$ cat config.mk
export PLATFORM = sky130hd
export DESIGN_NAME = uart_tx
export DESIGN_NICKNAME = d
export VERILOG_FILES = /design/src/rtl/uart_tx.sv
export SDC_FILE = /design/constraint.sdc
export NUM_CORES = 1
export LEC_CHECK = 0
export CAP_MARGIN = 20
export CORE_MARGIN = 4
export CORE_UTILIZATION = 45
export DETAILED_ROUTE_END_ITERATION = 7
export GPL_ROUTABILITY_DRIVEN = 0
export RECOVER_POWER = 100
export SETUP_SLACK_MARGIN = 0.3
export SYNTH_ARGS = -nofsm -noshare
export SYNTH_HDL_FRONTEND = slang
export SYNTH_SLANG_ARGS = --single-unit
$ cat constraint.sdc
create_clock -name clk -period 3.3 [get_ports clk]
set_input_delay 0.66 -clock clk [delete_from_list [all_inputs] [get_ports clk]]
set_output_delay 0.66 -clock clk [all_outputs]
set_load 0.01 [all_outputs]
$ cat src/rtl/uart_tx.sv
// uart_tx: 8N1 serial transmitter with a one-byte holding register.
// Define UART_TX_PARITY_EN to insert an even-parity bit before stop.
module uart_tx #(
  parameter int CLKS_PER_BIT = 434
) (
  input  logic       clk,
  input  logic       rst,
  input  logic       txen,
  input  logic [7:0] txdata,
  input  logic       ovr_clr,
  output logic       tx,
  output logic       busy,
  output logic       done,
  output logic       overrun
);

  localparam int CW = $clog2(CLKS_PER_BIT);
  localparam logic [CW-1:0] LAST = CW'(CLKS_PER_BIT - 1);

  typedef enum logic [2:0] {
    IDLE,
    START,
    DATA,
`ifdef UART_TX_PARITY_EN
    PARITY,
`endif
    STOP
  } state_t;

  state_t        r_state;
  state_t        w_nstate;
  logic [CW-1:0] r_cnt;
  logic [CW-1:0] w_ncnt;
  logic [7:0]    r_shift;
  logic [7:0]    w_nshift;
  logic [7:0]    r_hold;
  logic [7:0]    w_nhold;
  logic          r_hv;
  logic          w_nhv;
  logic [2:0]    r_idx;
  logic [2:0]    w_nidx;
  logic          r_ovr;
  logic          w_novr;
  logic          r_tx;
  logic          w_ntx;
  logic          r_busy;
  logic          r_done;
  logic          w_bit_end;
  logic          w_direct;
`ifdef UART_TX_PARITY_EN
  logic          r_par;
  logic          w_npar;
`endif

  assign tx      = r_tx;
  assign busy    = r_busy;
  assign done    = r_done;
  assign overrun = r_ovr;

  assign w_bit_end = (r_cnt == LAST);
  // a strobe on the last stop cycle with nothing held loads directly
  assign w_direct  = (r_state == STOP) && w_bit_end && !r_hv;

  // state and datapath registers; outputs register the next-state view
  always_ff @(posedge clk) begin
    if (!rst) begin
      r_state <= IDLE;
      r_cnt   <= '0;
      r_shift <= '0;
      r_hold  <= '0;
      r_hv    <= 1'b0;
      r_idx   <= '0;
      r_ovr   <= 1'b0;
      r_tx    <= 1'b1;
      r_busy  <= 1'b0;
      r_done  <= 1'b0;
`ifdef UART_TX_PARITY_EN
      r_par   <= 1'b0;
`endif
    end else begin
      r_state <= w_nstate;
      r_cnt   <= w_ncnt;
      r_shift <= w_nshift;
      r_hold  <= w_nhold;
      r_hv    <= w_nhv;
      r_idx   <= w_nidx;
      r_ovr   <= w_novr;
      r_tx    <= w_ntx;
      r_busy  <= (w_nstate != IDLE) || w_nhv;
      r_done  <= (w_nstate == STOP) && (w_ncnt == LAST);
`ifdef UART_TX_PARITY_EN
      r_par   <= w_npar;
`endif
    end
  end

  // next-state, datapath update and holding-register capture
  always_comb begin
    w_nstate = r_state;
    w_ncnt   = r_cnt;
    w_nshift = r_shift;
    w_nhold  = r_hold;
    w_nhv    = r_hv;
    w_nidx   = r_idx;
    w_novr   = r_ovr;
`ifdef UART_TX_PARITY_EN
    w_npar   = r_par;
`endif
    if (r_state != IDLE) begin
      w_ncnt = w_bit_end ? '0 : r_cnt + 1'b1;
    end
    unique case (r_state)
      IDLE: begin
        if (txen) begin
          w_nstate = START;
          w_nshift = txdata;
          w_ncnt   = '0;
        end
      end
      START: begin
        w_nidx = '0;
`ifdef UART_TX_PARITY_EN
        w_npar = 1'b0;
`endif
        if (w_bit_end) w_nstate = DATA;
      end
      DATA: begin
        if (w_bit_end) begin
          w_nshift = r_shift >> 1;
          w_nidx   = r_idx + 1'b1;
`ifdef UART_TX_PARITY_EN
          w_npar   = r_par ^ r_shift[0];
          if (r_idx == 3'd7) w_nstate = PARITY;
`else
          if (r_idx == 3'd7) w_nstate = STOP;
`endif
        end
      end
`ifdef UART_TX_PARITY_EN
      PARITY: begin
        if (w_bit_end) w_nstate = STOP;
      end
`endif
      STOP: begin
        if (w_bit_end) begin
          if (r_hv) begin
            w_nstate = START;
            w_nshift = r_hold;
            w_nhv    = 1'b0;
          end else if (txen) begin
            w_nstate = START;
            w_nshift = txdata;
          end else begin
            w_nstate = IDLE;
          end
        end
      end
      default: w_nstate = IDLE;
    endcase
    if (ovr_clr) w_novr = 1'b0;
    if (txen && (r_state != IDLE) && !w_direct) begin
      if (!r_hv) begin
        w_nhold = txdata;
        w_nhv   = 1'b1;
      end else begin
        w_novr  = 1'b1;
      end
    end
  end

  // line level for the cycle after the next edge
  always_comb begin
    w_ntx = 1'b1;
    unique case (w_nstate)
      IDLE:   w_ntx = 1'b1;
      START:  w_ntx = 1'b0;
      DATA:   w_ntx = w_nshift[0];
`ifdef UART_TX_PARITY_EN
      PARITY: w_ntx = w_npar;
`endif
      STOP:   w_ntx = 1'b1;
      default: w_ntx = 1'b1;
    endcase
  end

endmodule

* Word-level counts from Yosys, hierarchy flattened
Index checks and enable logic that the tools add are counted.
Word-level totals: logic and storage cells 68, input bits 12, output and inout bits 4, register bits 36
Cells by class: add/subtract/negate cells 2, equality and inequality tests 11, mux-type cells 27, bitwise logic cells 1, reduce and logical (&&, ||, !) cells 16
Operators by type and width (number):
- 9-bit two-way mux | 4
- 8-bit two-way mux | 4
- 8-bit case mux with 3 select lines | 1
- 9-bit equality test, second input constant | 2
- 3-bit two-way mux | 6
- 3-bit by 2-bit equality test with 1-bit output, second input constant | 4
- 3-bit case mux with 4 select lines | 1
- 9-bit by 1-bit adder with 9-bit output, second input constant | 1
- 1-bit two-way mux | 9
- 3-bit nonzero test | 3
- 3-bit by 1-bit equality test with 1-bit output, second input constant | 2
- 3-bit case mux with 2 select lines | 1
- 1-bit logical AND | 5
- 2-bit inequality test, second input constant | 2
- 2-bit AND reduction | 2
- 3-bit by 1-bit adder with 3-bit output, second input constant | 1
- 3-bit equality test, second input constant | 1
- 3-bit zero test | 1
- 3-bit AND reduction | 1
- 1-bit zero test | 2
- 1-bit case mux with 2 select lines | 1
- 2-bit nonzero test | 1
- 1-bit logical OR | 1
- 1-bit NOT | 1

* Longest topological paths before layout
Gate-level depths: netlist of the first run.
depth after elaboration 7, depth in mapped cells 8, mapped depth without buffers 7

* Worst setup path before layout of the first run
No wires, ideal clock.
kind input-to-reg, start point input txen, end point register r_done (netlist: done), arrival 2023 ps, stages 6, buffers on the path 1, setup slack 1181 ps, required time 3204 ps, setup time 96 ps, cells stage by stage clkbuf_1 > nor2b_1 > a311oi_1 > a31o_2 > or4b_1 > nor4b_1
On the way: cells in the longest elaborated chain, start to end 6, elaborated cells between the ends (all ways) 10, classes of those cells eq/ne (2); mux (7); reduce/logical (1)
RTL lines:
- start: declaration | line 8 | input logic txen,
- 1-bit two-way mux | line 150 | end else if (txen) begin
- 1-bit two-way mux | line 146 | if (r_hv) begin
- 3-bit two-way mux | line 145 | if (w_bit_end) begin
- 3-bit case mux with 4 select lines | line 112 | unique case (r_state)
- 3-bit by 2-bit equality test with 1-bit output | line 90 | r_done <= (w_nstate == STOP) && (w_ncnt == LAST);
- 1-bit logical AND (*) | line 90
- end signal: assignment | line 90
- end: declaration | line 47 | logic r_done;
Every way passes the cells marked *; elsewhere a longest branch is shown, timed or not. A chain may end at the register's enable or synchronous reset.

* Worst setup path in the final report of the first run
start point register r_cnt[0], end point register r_idx[1]
On the way: cells in the longest elaborated chain, start to end 3
RTL lines:
- start: declaration | line 32 | logic [CW-1:0] r_cnt;
- start signal: assignment | line 82 | r_cnt <= w_ncnt;
- 9-bit equality test | line 60 | assign w_bit_end = (r_cnt == LAST);
- 2-bit inequality test (no line)
- 2-bit AND reduction (no line)
- end signal: assignment | line 86 | r_idx <= w_nidx;
- end: declaration | line 40 | logic [2:0] r_idx;
Every way passes these cells.

==> flow_metrics.tcl, run 1 <==
set metrics [dict create \
    p_leak_nw 0.881 \
    final_cell_mix "36 x dfxtp_1, 19 x nor2b_1, 16 x a21oi_1" \
    grtUsageTotal_pct 17.5 \
    nFillCells 430 \
    numCtsBuffers 5 \
    antenna_found_initial 0 \
    hp-class "reg -> reg" \
    portBuffers 15 \
    cp_max_fo 8 \
    cts_tree "built" \
    netlist_instances 233 \
    max-vdd-ir-drop_mv 0.177 \
    critical_path.top_delay_family "simple AND/OR/NAND/NOR gates" \
    fmax_mhz 398 \
    fp.dieArea_um2 5690 \
    skew_ns 0.00435 \
    power_density_nw_per_um2 401 \
    first_global_vias 1487 \
    cp-start-kind "register" \
    crit_chain "ha_1 > nand4_1 > nor4_4 > clkbuf_1 > a22oi_1 > or2_2 > a21boi_0" \
    die_width_um 75.4 \
    arrival_ns 2.73 \
    holdWs_ns 0.486 \
    clk_pin_slew_ns 0.07 \
    rows 24 \
    ios 16 \
    drt-total-wl_um 4570 \
    drv_cap 0 \
    dp_hpwl_um 3110 \
    drc 0 \
    cts_max_level 2 \
    core_region_area_um2 4380 \
    cp.required_ns 3.52 \
    synth_top_cell_by_area "dfxtp_1" \
    setup_viol 0 \
    final_common_cell "dfxtp_1" \
    cts-resized-gates 0 \
    firstDrtPassIters 4 \
    synth-warning-count 0 \
    postCtsHoldBufs 0 \
    antenna_cells 0 \
    synth_seq_area_share_pct 35.2 \
    clk_latency_ns 0.29 \
    grt_max_degree 27 \
    finalSetupTns_ns 0 \
    yosysTopAreaCellShare_pct 35.2 \
    async_flop_share_pct 0 \
    postRouteAntennaNets 0 \
    synth.distinct_cells 52 \
    finalHoldViolations 0 \
    outcome "complete, no violations" \
    fin_crit_sh_pct 76.1 \
    die_y_um 75.4 \
    synthesis.area_um2 2050 \
    cts_num_sinks 36 \
    slew_viol_final 0 \
    final_nets 259 \
    rsz0062_at_grt "no" \
    synthTopCellsByArea "dfxtp_1 35%, nor2b_1 5.8%, mux2i_1 5.4%" \
    ys_ff_latch 36 \
    synth_ff_type "dfxtp_1" \
    wl_per_cell_um 15.5 \
    vias 1694 \
    mappedNetlistNets 249 \
    slowest_delay_ns 0.50 \
    grt_pass1_wl_um 7450 \
    vias_per_cell 5.74 \
    crit_type "reg -> reg" \
    end_kind "register" \
    max_slew_margin_pct 58.5 \
    slowest_stage "nor4_4" \
    area_growth_pct 11.7 \
    overflow 0 \
    drive_gt1_share_pct 9.88 \
    postSynthAreaPerCell_um2 8.79 \
    drt_iter0_drc 101 \
    cts-root-buf "clkbuf_8" \
    clock_path_buffers 2 \
    worstMarginPinSlew_ns 0.621 \
    cts.repair_timing.setup_buffer_count 0 \
    period_minus_slack_ns 2.51 \
    initial_core_util_pct 46.7 \
    worst-path-buf-inv 1 \
    synth_edf_count 0 \
]
==> path summary, 6_finish.rpt <==
kind / from / endpoint / slack, ns / cells after the start
hold reg to reg: r_idx[2] / r_idx[2] / 0.49 / 2
setup / recovery: r_cnt[0] / r_idx[1] / 0.79 / 7
setup reg to reg: r_cnt[0] / r_idx[1] / 0.79 / 7
hold / removal: r_idx[2] / r_idx[2] / 0.49 / 2
==> cells in the mapped netlist (all sizes together) (2+ instances only) <==
cell    number
inv         10
or4b         3
nor2         8
a21oi       16
o211ai       2
mux2i       11
o221a        7
nand2       13
nand2b       5
a31oi       10
nor4         3
xnor2        3
and2         4
or3          3
nor3         6
nand3        4
a21boi      11
nand4        4
o221ai       2
or2          3
buf          7
o21a         2
o21bai       3
dfxtp       36
nor2b       19
clkbuf      11
o21ai        3
xor2         2
ha           4
nor4b        2
==> sequential cells by signal, indices dropped and copies added, names as in the netlist <==
name     cells
busy         1
done         1
overrun      1
r_cnt        9
r_hold       8
r_hv         1
r_idx        3
r_shift      8
r_state      3
tx           1
==> worst min-delay path, stage by stage (launching register included) <==
cell and delay, ns:
dfxtp_1 0.33, nand2_1 0.05, a21boi_0 0.06
==> cell type report <==
type                       instances  area, µm²  share of cell area [%]
multi-input combinational        169       1180                    51.6
sequential                        36        721                    31.5
timing repair buffer              21        188                    8.21
clock buffer                       7       96.3                    4.21
tap                               52       65.1                    2.84
inverter                          10       37.5                    1.64
==> power by group <==
part	total (mW)	internal [mW]	switching (mW)	leakage, nW
logic	0.108	0.0532	0.0551	0.538
clock network	0.341	0.186	0.155	0.0503
registers	0.467	0.450	0.0171	0.293
==> logic make-up after synthesis <==
kind of cell,Yosys count,share of synthesized area [%]
buffers and inverters,28,6.78
adder cells (fa/ha/maj),4,2.45
multiplexers,12,5.93
other,1,0.183
AO/OA/AOI/OAI,65,23.3
XOR/XNOR,5,2.14
flip-flops,36,35.2
AND/OR/NAND/NOR,82,24.0
==> per-stage QoR <==
stage	instance area (µm²)	setup WS [ns]	utilization (%)	power, mW	std cells
final	2290	0.789	52.2	0.916	295
after global placement	2210	0.723	50.3	0.587	288
after detailed placement	2210	0.706	50.3	0.588	288
after CTS	2300	0.795	52.5	0.931	295
after global routing	2290	0.575	52.2	0.957	295
after floorplan	2050	1.18	-	0.548	233
==> metal layers <==
| metal | global-route usage (%) | vias up | part of all wire, % |
|---|---|---|---|
| li1 | - | 868 | - |
| met1 | 25.3 | 784 | 52 |
| met2 | 24.3 | 32 | 42 |
| met3 | 3.83 | 10 | 4.4 |
| met4 | 8.74 | 0 | 2.2 |
| met5 | 0 | - | 0 |
No activity file was read; power rests on OpenSTA's default activity.
==> run 2: changes to the inputs <==
==> constraint.sdc (replaced) <==
create_clock -name clk -period 2.6 [get_ports clk]
set_input_delay 0.52 -clock clk [delete_from_list [all_inputs] [get_ports clk]]
set_output_delay 0.52 -clock clk [all_outputs]
set_load 0.01 [all_outputs]
==> run 2 against run 1 <==
  * Fmax up 8.3%
  * Worst hold slack improved by 0.011 ns
  * Largest power group unchanged
  * Core utilization increased by 1.7 points
  * Power increased by 26%
  * Largest cell class unchanged
==> flow_metrics.tcl, run 2 (synthesis gave the netlist of run 1 again) <==
set metrics [dict create \
    final_nets 268 \
    fp.dieArea_um2 5690 \
    drc 0 \
    cts-root-buf "clkbuf_8" \
    cts_num_sinks 36 \
    largest_reg_flops 9 \
    drv_cap 0 \
    cts_tree "built" \
    initial_core_util_pct 46.7 \
    power_density_nw_per_um2 488 \
    grtUsageTotal_pct 17.4 \
    overflow 0 \
    end_kind "register" \
    cts_max_level 2 \
    vias 1733 \
    finalHoldViolations 0 \
    setup_viol 0 \
    period_minus_slack_ns 2.32 \
    grt_max_degree 30 \
    numCtsBuffers 5 \
    gr-usage-met2_pct 25.4 \
    antenna_found_initial 0 \
    wl_per_cell_um 14.9 \
    fin_area_um2 2360 \
    clk_pin_slew_ns 0.07 \
    drt_iter0_drc 115 \
    top_regs "r_cnt x9, r_hold x8, r_shift x8" \
    hp-class "reg -> reg" \
    instances_no_fill 305 \
    busiest_layer "met2" \
    regMostFlops "r_cnt" \
    antenna_cells 0 \
    final_cell_mix "34 x dfxtp_1, 19 x nor2b_1, 16 x a21oi_1" \
    nFillCells 436 \
    p_leak_nw 0.926 \
    firstDrtPassIters 4 \
    postCtsHoldBufs 0 \
    grt_pass1_wl_um 7700 \
    arrival_ns 2.50 \
    drt-total-wl_um 4560 \
    fmax_mhz 431 \
    multi_input_area_um2 1180 \
    placed_cell_area_um2 2270 \
    crit_type "reg -> reg" \
    postRouteAntennaNets 0 \
    dp_hpwl_um 3160 \
    area_growth_pct 15.5 \
    clock_path_buffers 2 \
    portBuffers 15 \
    seqCellArea_um2 723 \
    core_region_area_um2 4380 \
    met1_usage_pct 25.1 \
    die_y_um 75.4 \
    finalSetupTns_ns 0 \
    dp_cells 295 \
    cp-start-kind "register" \
    fin_crit_sh_pct 89.1 \
    max-vdd-ir-drop_mv 0.258 \
    rsz0062_at_grt "no" \
    first_global_vias 1648 \
    cp_max_fo 9 \
    gr-usage-met3_pct 3.30 \
    worstMarginPinSlew_ns 0.747 \
    slew_viol_final 0 \
    drive_gt1_share_pct 13.4 \
    clk_latency_ns 0.29 \
    outcome "complete, no violations" \
    vias_per_cell 5.68 \
    die_width_um 75.4 \
    ios 16 \
    rows 24 \
    cp.required_ns 2.78 \
    skew_ns 0.00517 \
    final_common_cell "dfxtp_1" \
    max_slew_margin_pct 49.6 \
]
## run 2: cell types whose count changed in the layout (fill, tap and decap cells not counted), sizes merged
| cell | delta |
|---|---|
| buf | +10 |
## run 2: worst paths after layout
check | startpoint | to | slack [ns] | depth (start not counted)
worst max-delay path | r_cnt[3] | r_cnt[2] | 0.28 | 4
worst min-delay path | r_idx[2] | r_idx[2] | 0.50 | 2
worst max register to register | r_cnt[3] | r_cnt[2] | 0.28 | 4
worst min register to register | r_idx[2] | r_idx[2] | 0.50 | 2
## run 2: report_power, final
| part | switching [mW] | total, mW | internal, mW |
|---|---|---|---|
| combinational | 0.0779 | 0.153 | 0.0756 |
| sequential | 0.0151 | 0.587 | 0.572 |
| clock | 0.196 | 0.413 | 0.216 |
## run 2: per-layer routing
| layer | part of all wire, % | wire [µm] |
|---|---|---|
| met1 | 50 | 2290 |
| met2 | 44 | 2000 |
| met3 | 4.4 | 201 |
| met4 | 1.4 | 63 |
| met5 | 0 | 0 |
## run 2: final cells by class
| cell class | count | share of cell area, % |
|---|---|---|
| flip-flops and latches | 36 | 30.6 |
| well taps | 52 | 2.75 |
| inverters | 10 | 1.59 |
| clock buffers | 8 | 3.81 |
| multi-input cells | 169 | 49.8 |
| repair buffers | 30 | 11.5 |
## run 2: what timing repair did
| item | 4_1_cts | 5_1_grt |
|---|---|---|
| setup endpoints to repair | 0 | 3 |
| gates resized for setup | 0 | 5 |
| setup buffers | 0 | 2 |
## run 2: critical path: stages (launching register included)
cell	delay, ns
dfxtp_1	0.40
or4b_1	0.72
o311ai_0	0.74
clkbuf_1	0.27
nor2_1	0.07
## run 2: stage by stage
step | utilization, % | power, mW | setup WS, ns | hold slack [ns]
floorplan | - | 0.695 | 0.511 | 0.456
global placement | 51.8 | 0.755 | 0.215 | 0.475
detailed placement | 51.8 | 0.756 | 0.185 | 0.484
CTS | 53.9 | 1.17 | 0.364 | 0.495
global route | 53.9 | 1.21 | 0.212 | 0.527
finish | 53.9 | 1.15 | 0.282 | 0.498
==> run 3: changes to the inputs <==
--- a/config.mk
+++ b/config.mk
@@ -5,11 +5,12 @@
 export SDC_FILE = /design/constraint.sdc
 export NUM_CORES = 1
 export LEC_CHECK = 0
+export ABC_AREA = 1
 export CAP_MARGIN = 20
-export CORE_MARGIN = 4
 export CORE_UTILIZATION = 45
 export DETAILED_ROUTE_END_ITERATION = 7
 export GPL_ROUTABILITY_DRIVEN = 0
+export MAX_ROUTING_LAYER = met4
 export RECOVER_POWER = 100
 export SETUP_SLACK_MARGIN = 0.3
 export SYNTH_ARGS = -nofsm -noshare
==> run 3 against run 2 <==
  * Cell area fell by 4.0%
  * Clock skew rose by 0.0024 ns
  * Final cell count rose by 22%
  * Fmax rose by 11%
  * Worst setup slack improved by 0.22 ns
  * Highest routed layer unchanged
  * Combinational power barely moved
  * Worst hold slack got worse by 0.034 ns
  * Sequential power rose by 3%
  * Register-to-register slack improved by 0.24 ns
  * Power rose by 2.9%
==> flow_metrics.tcl, run 3 <==
set metrics [dict create \
    overflow 0 \
    holdWs_ns 0.464 \
    drt_iter0_drc 151 \
    regMostFlops "r_cnt" \
    synthesis.area_um2 2000 \
    portBuffers 15 \
    slew_viol_final 0 \
    hold_path_end "overrun" \
    synth_top_cell_by_area "dfxtp_1" \
    grtUsageTotal_pct 24.1 \
    largest_reg_flops 9 \
    dp_hpwl_um 3490 \
    final_nets 336 \
    power_density_nw_per_um2 523 \
    ios 16 \
    cp_max_fo 12 \
    multi_input_area_um2 1080 \
    wl_met3_um 144 \
    vias 1854 \
    grt_max_degree 25 \
    wl_met1_um 2420 \
    hp-class "reg -> reg" \
    hold-path-cell-count 2 \
    skew_ns 0.00762 \
    worstReg2RegEnd "done" \
    numCtsBuffers 5 \
    clock_path_buffers 2 \
    crit_chain "dlygate4sd3_1 > clkbuf_1 > nand2_1 > nor2_1 > nand2_2 > inv_2 > nor2_1 > nor2_1" \
    met2WireLength_um 2040 \
    synth_edf_count 0 \
    firstDrtPassIters 4 \
    drt-total-wl_um 4660 \
    wl_per_cell_um 12.6 \
    fmax_mhz 477 \
    top_layer "met4" \
    yosysTopAreaCellShare_pct 36.0 \
    crit_type "in -> reg" \
    postSynthAreaPerCell_um2 6.63 \
    clk_latency_ns 0.30 \
    max_slew_margin_pct 55.3 \
    core_region_area_um2 4140 \
    cts_num_sinks 36 \
    postCtsHoldBufs 0 \
    total_power_mw 1.19 \
    cts-resized-gates 0 \
    slowest_delay_ns 0.55 \
    postRouteAntennaNets 0 \
    finalSetupTns_ns 0 \
    fin_crit_sh_pct 80.6 \
    fp.dieArea_um2 4720 \
    setup_viol 0 \
    rsz0062_at_grt "no" \
    cts-root-buf "clkbuf_8" \
    grt_pass1_wl_um 8070 \
    finalHoldViolations 0 \
    first_global_vias 1727 \
    synthTopCellsByArea "dfxtp_1 36%, nand2_1 13%, nand3_1 8.7%" \
    yosysMostFrequentCell "nand2_1" \
    worstMarginPinSlew_ns 0.670 \
    drv_cap 0 \
    r2r_start "r_cnt[0]" \
    rr_worst_depth 11 \
    synthTopCellsByCount "72 x nand2_1, 45 x nor2_1, 36 x dfxtp_1, 35 x nand3_1, 30 x inv_1" \
    cts.repair_timing.setup_buffer_count 0 \
    p_leak_nw 1.01 \
    vias_per_cell 5.00 \
    cp_common_cell "nor2_1" \
    end_kind "register" \
    synth_seq_area_share_pct 36.0 \
    clk_pin_slew_ns 0.08 \
    seqCellArea_um2 721 \
    synth_ff_type "dfxtp_1" \
    top_regs "r_cnt x9, r_hold x8, r_shift x8" \
    outcome "complete, no violations" \
    final_cell_mix "76 x nand2_1, 47 x nor2_1, 36 x dfxtp_1" \
    synth-warning-count 0 \
    critical_path.top_delay_family "buffers and inverters" \
    drc 0 \
    die_y_um 68.7 \
    rows 23 \
    arrival_ns 2.33 \
    ff2ff_setup_slack_ns 0.52 \
    max-vdd-ir-drop_mv 0.285 \
    mappedNetlistNets 318 \
    nFillCells 445 \
    ys_ff_latch 36 \
    async_flop_share_pct 0 \
    cp-startpoint "txen" \
    drive_gt1_share_pct 9.35 \
    cp.required_ns 2.83 \
    worst-path-buf-inv 3 \
    cp-start-kind "input port" \
    initial_core_util_pct 48.3 \
    slowest_stage "dlygate4sd3_1" \
    period_minus_slack_ns 2.10 \
    final_common_cell "nand2_1" \
    cts_tree "built" \
    hold_path_startpoint "overrun" \
    area_growth_pct 13.3 \
    die_width_um 68.7 \
    antenna_cells 0 \
    antenna_found_initial 0 \
    cts_max_level 2 \
    synth.distinct_cells 34 \
    netlist_instances 302 \
]
==> run 3: cell types whose count changed in the layout (fill, tap and decap cells not counted), sizes merged, moves of 10 or more <==
cell	previous run	this run
o21ai	3	17
a21boi	11	0
nand3	4	36
nand2	13	80
a31oi	10	0
inv	10	36
buf	14	2
nor2b	19	0
nor2	8	53
==> run 3: report_power, final <==
| part | switching [mW] | internal, mW |
|---|---|---|
| logic | 0.0890 | 0.0624 |
| clock network | 0.215 | 0.214 |
| registers | 0.0254 | 0.580 |
==> run 3: cell type report <==
type / count / area share [%]
Clock buffer: 6 / 3.64
Clock inverter: 2 / 0.662
Inverter: 36 / 5.95
Multi-Input combinational cell: 223 / 47.8
Sequential cell: 36 / 31.8
Tap cell: 50 / 2.76
Timing Repair Buffer: 18 / 7.44
==> run 3: worst register-to-register path, delay by kind of cell, from the launching register on <==
| kind | cells | cell delay, ns |
|---|---|---|
| adder cells (fa/ha/maj) | 1 | 0.26 |
| flip-flops | 1 | 0.46 |
| AND/OR/NAND/NOR | 10 | 1.30 |
==> run 3: cell families (layout without fill, tap and decap cells) <==
kind of cell,after synthesis,in the layout,synth area share [%]
flip-flops,36,36,36.0
XOR/XNOR,1,1,0.437
AO/OA/AOI/OAI,31,31,8.74
buffers and inverters,43,62,8.62
AND/OR/NAND/NOR,182,182,41.5
adder cells (fa/ha/maj),4,4,2.50
other,1,1,0.187
multiplexers,4,4,2.00
==> run 3: layer usage <==
layer | GRT usage, % | vias to the layer above
li1 | - | 1001
met1 | 31.1 | 823
met4 | 8.42 | 0
met2 | 37.3 | 24
met3 | 4.93 | 6
met5 | - | -
==> run 3: worst max-delay path by stage <==
stage	to	slack, ns	depth (start not counted)
floorplan	busy	1.06	9
CTS	done	0.75	11
detailed placement	done	0.60	10
global route	r_hold[4]	0.29	8
global placement	done	0.66	10
finish	r_hold[3]	0.50	8
==> run 3: through the flow <==
stage / worst slack [ns] / area (µm²) / std cells / utilization, %
after floorplan: 1.06 / 2000 / 302 / -
after global placement: 0.661 / 2200 / 363 / 53.1
after detailed placement: 0.604 / 2200 / 363 / 53.1
after CTS: 0.746 / 2300 / 371 / 55.5
after global routing: 0.292 / 2270 / 371 / 54.8
final: 0.504 / 2270 / 371 / 54.8
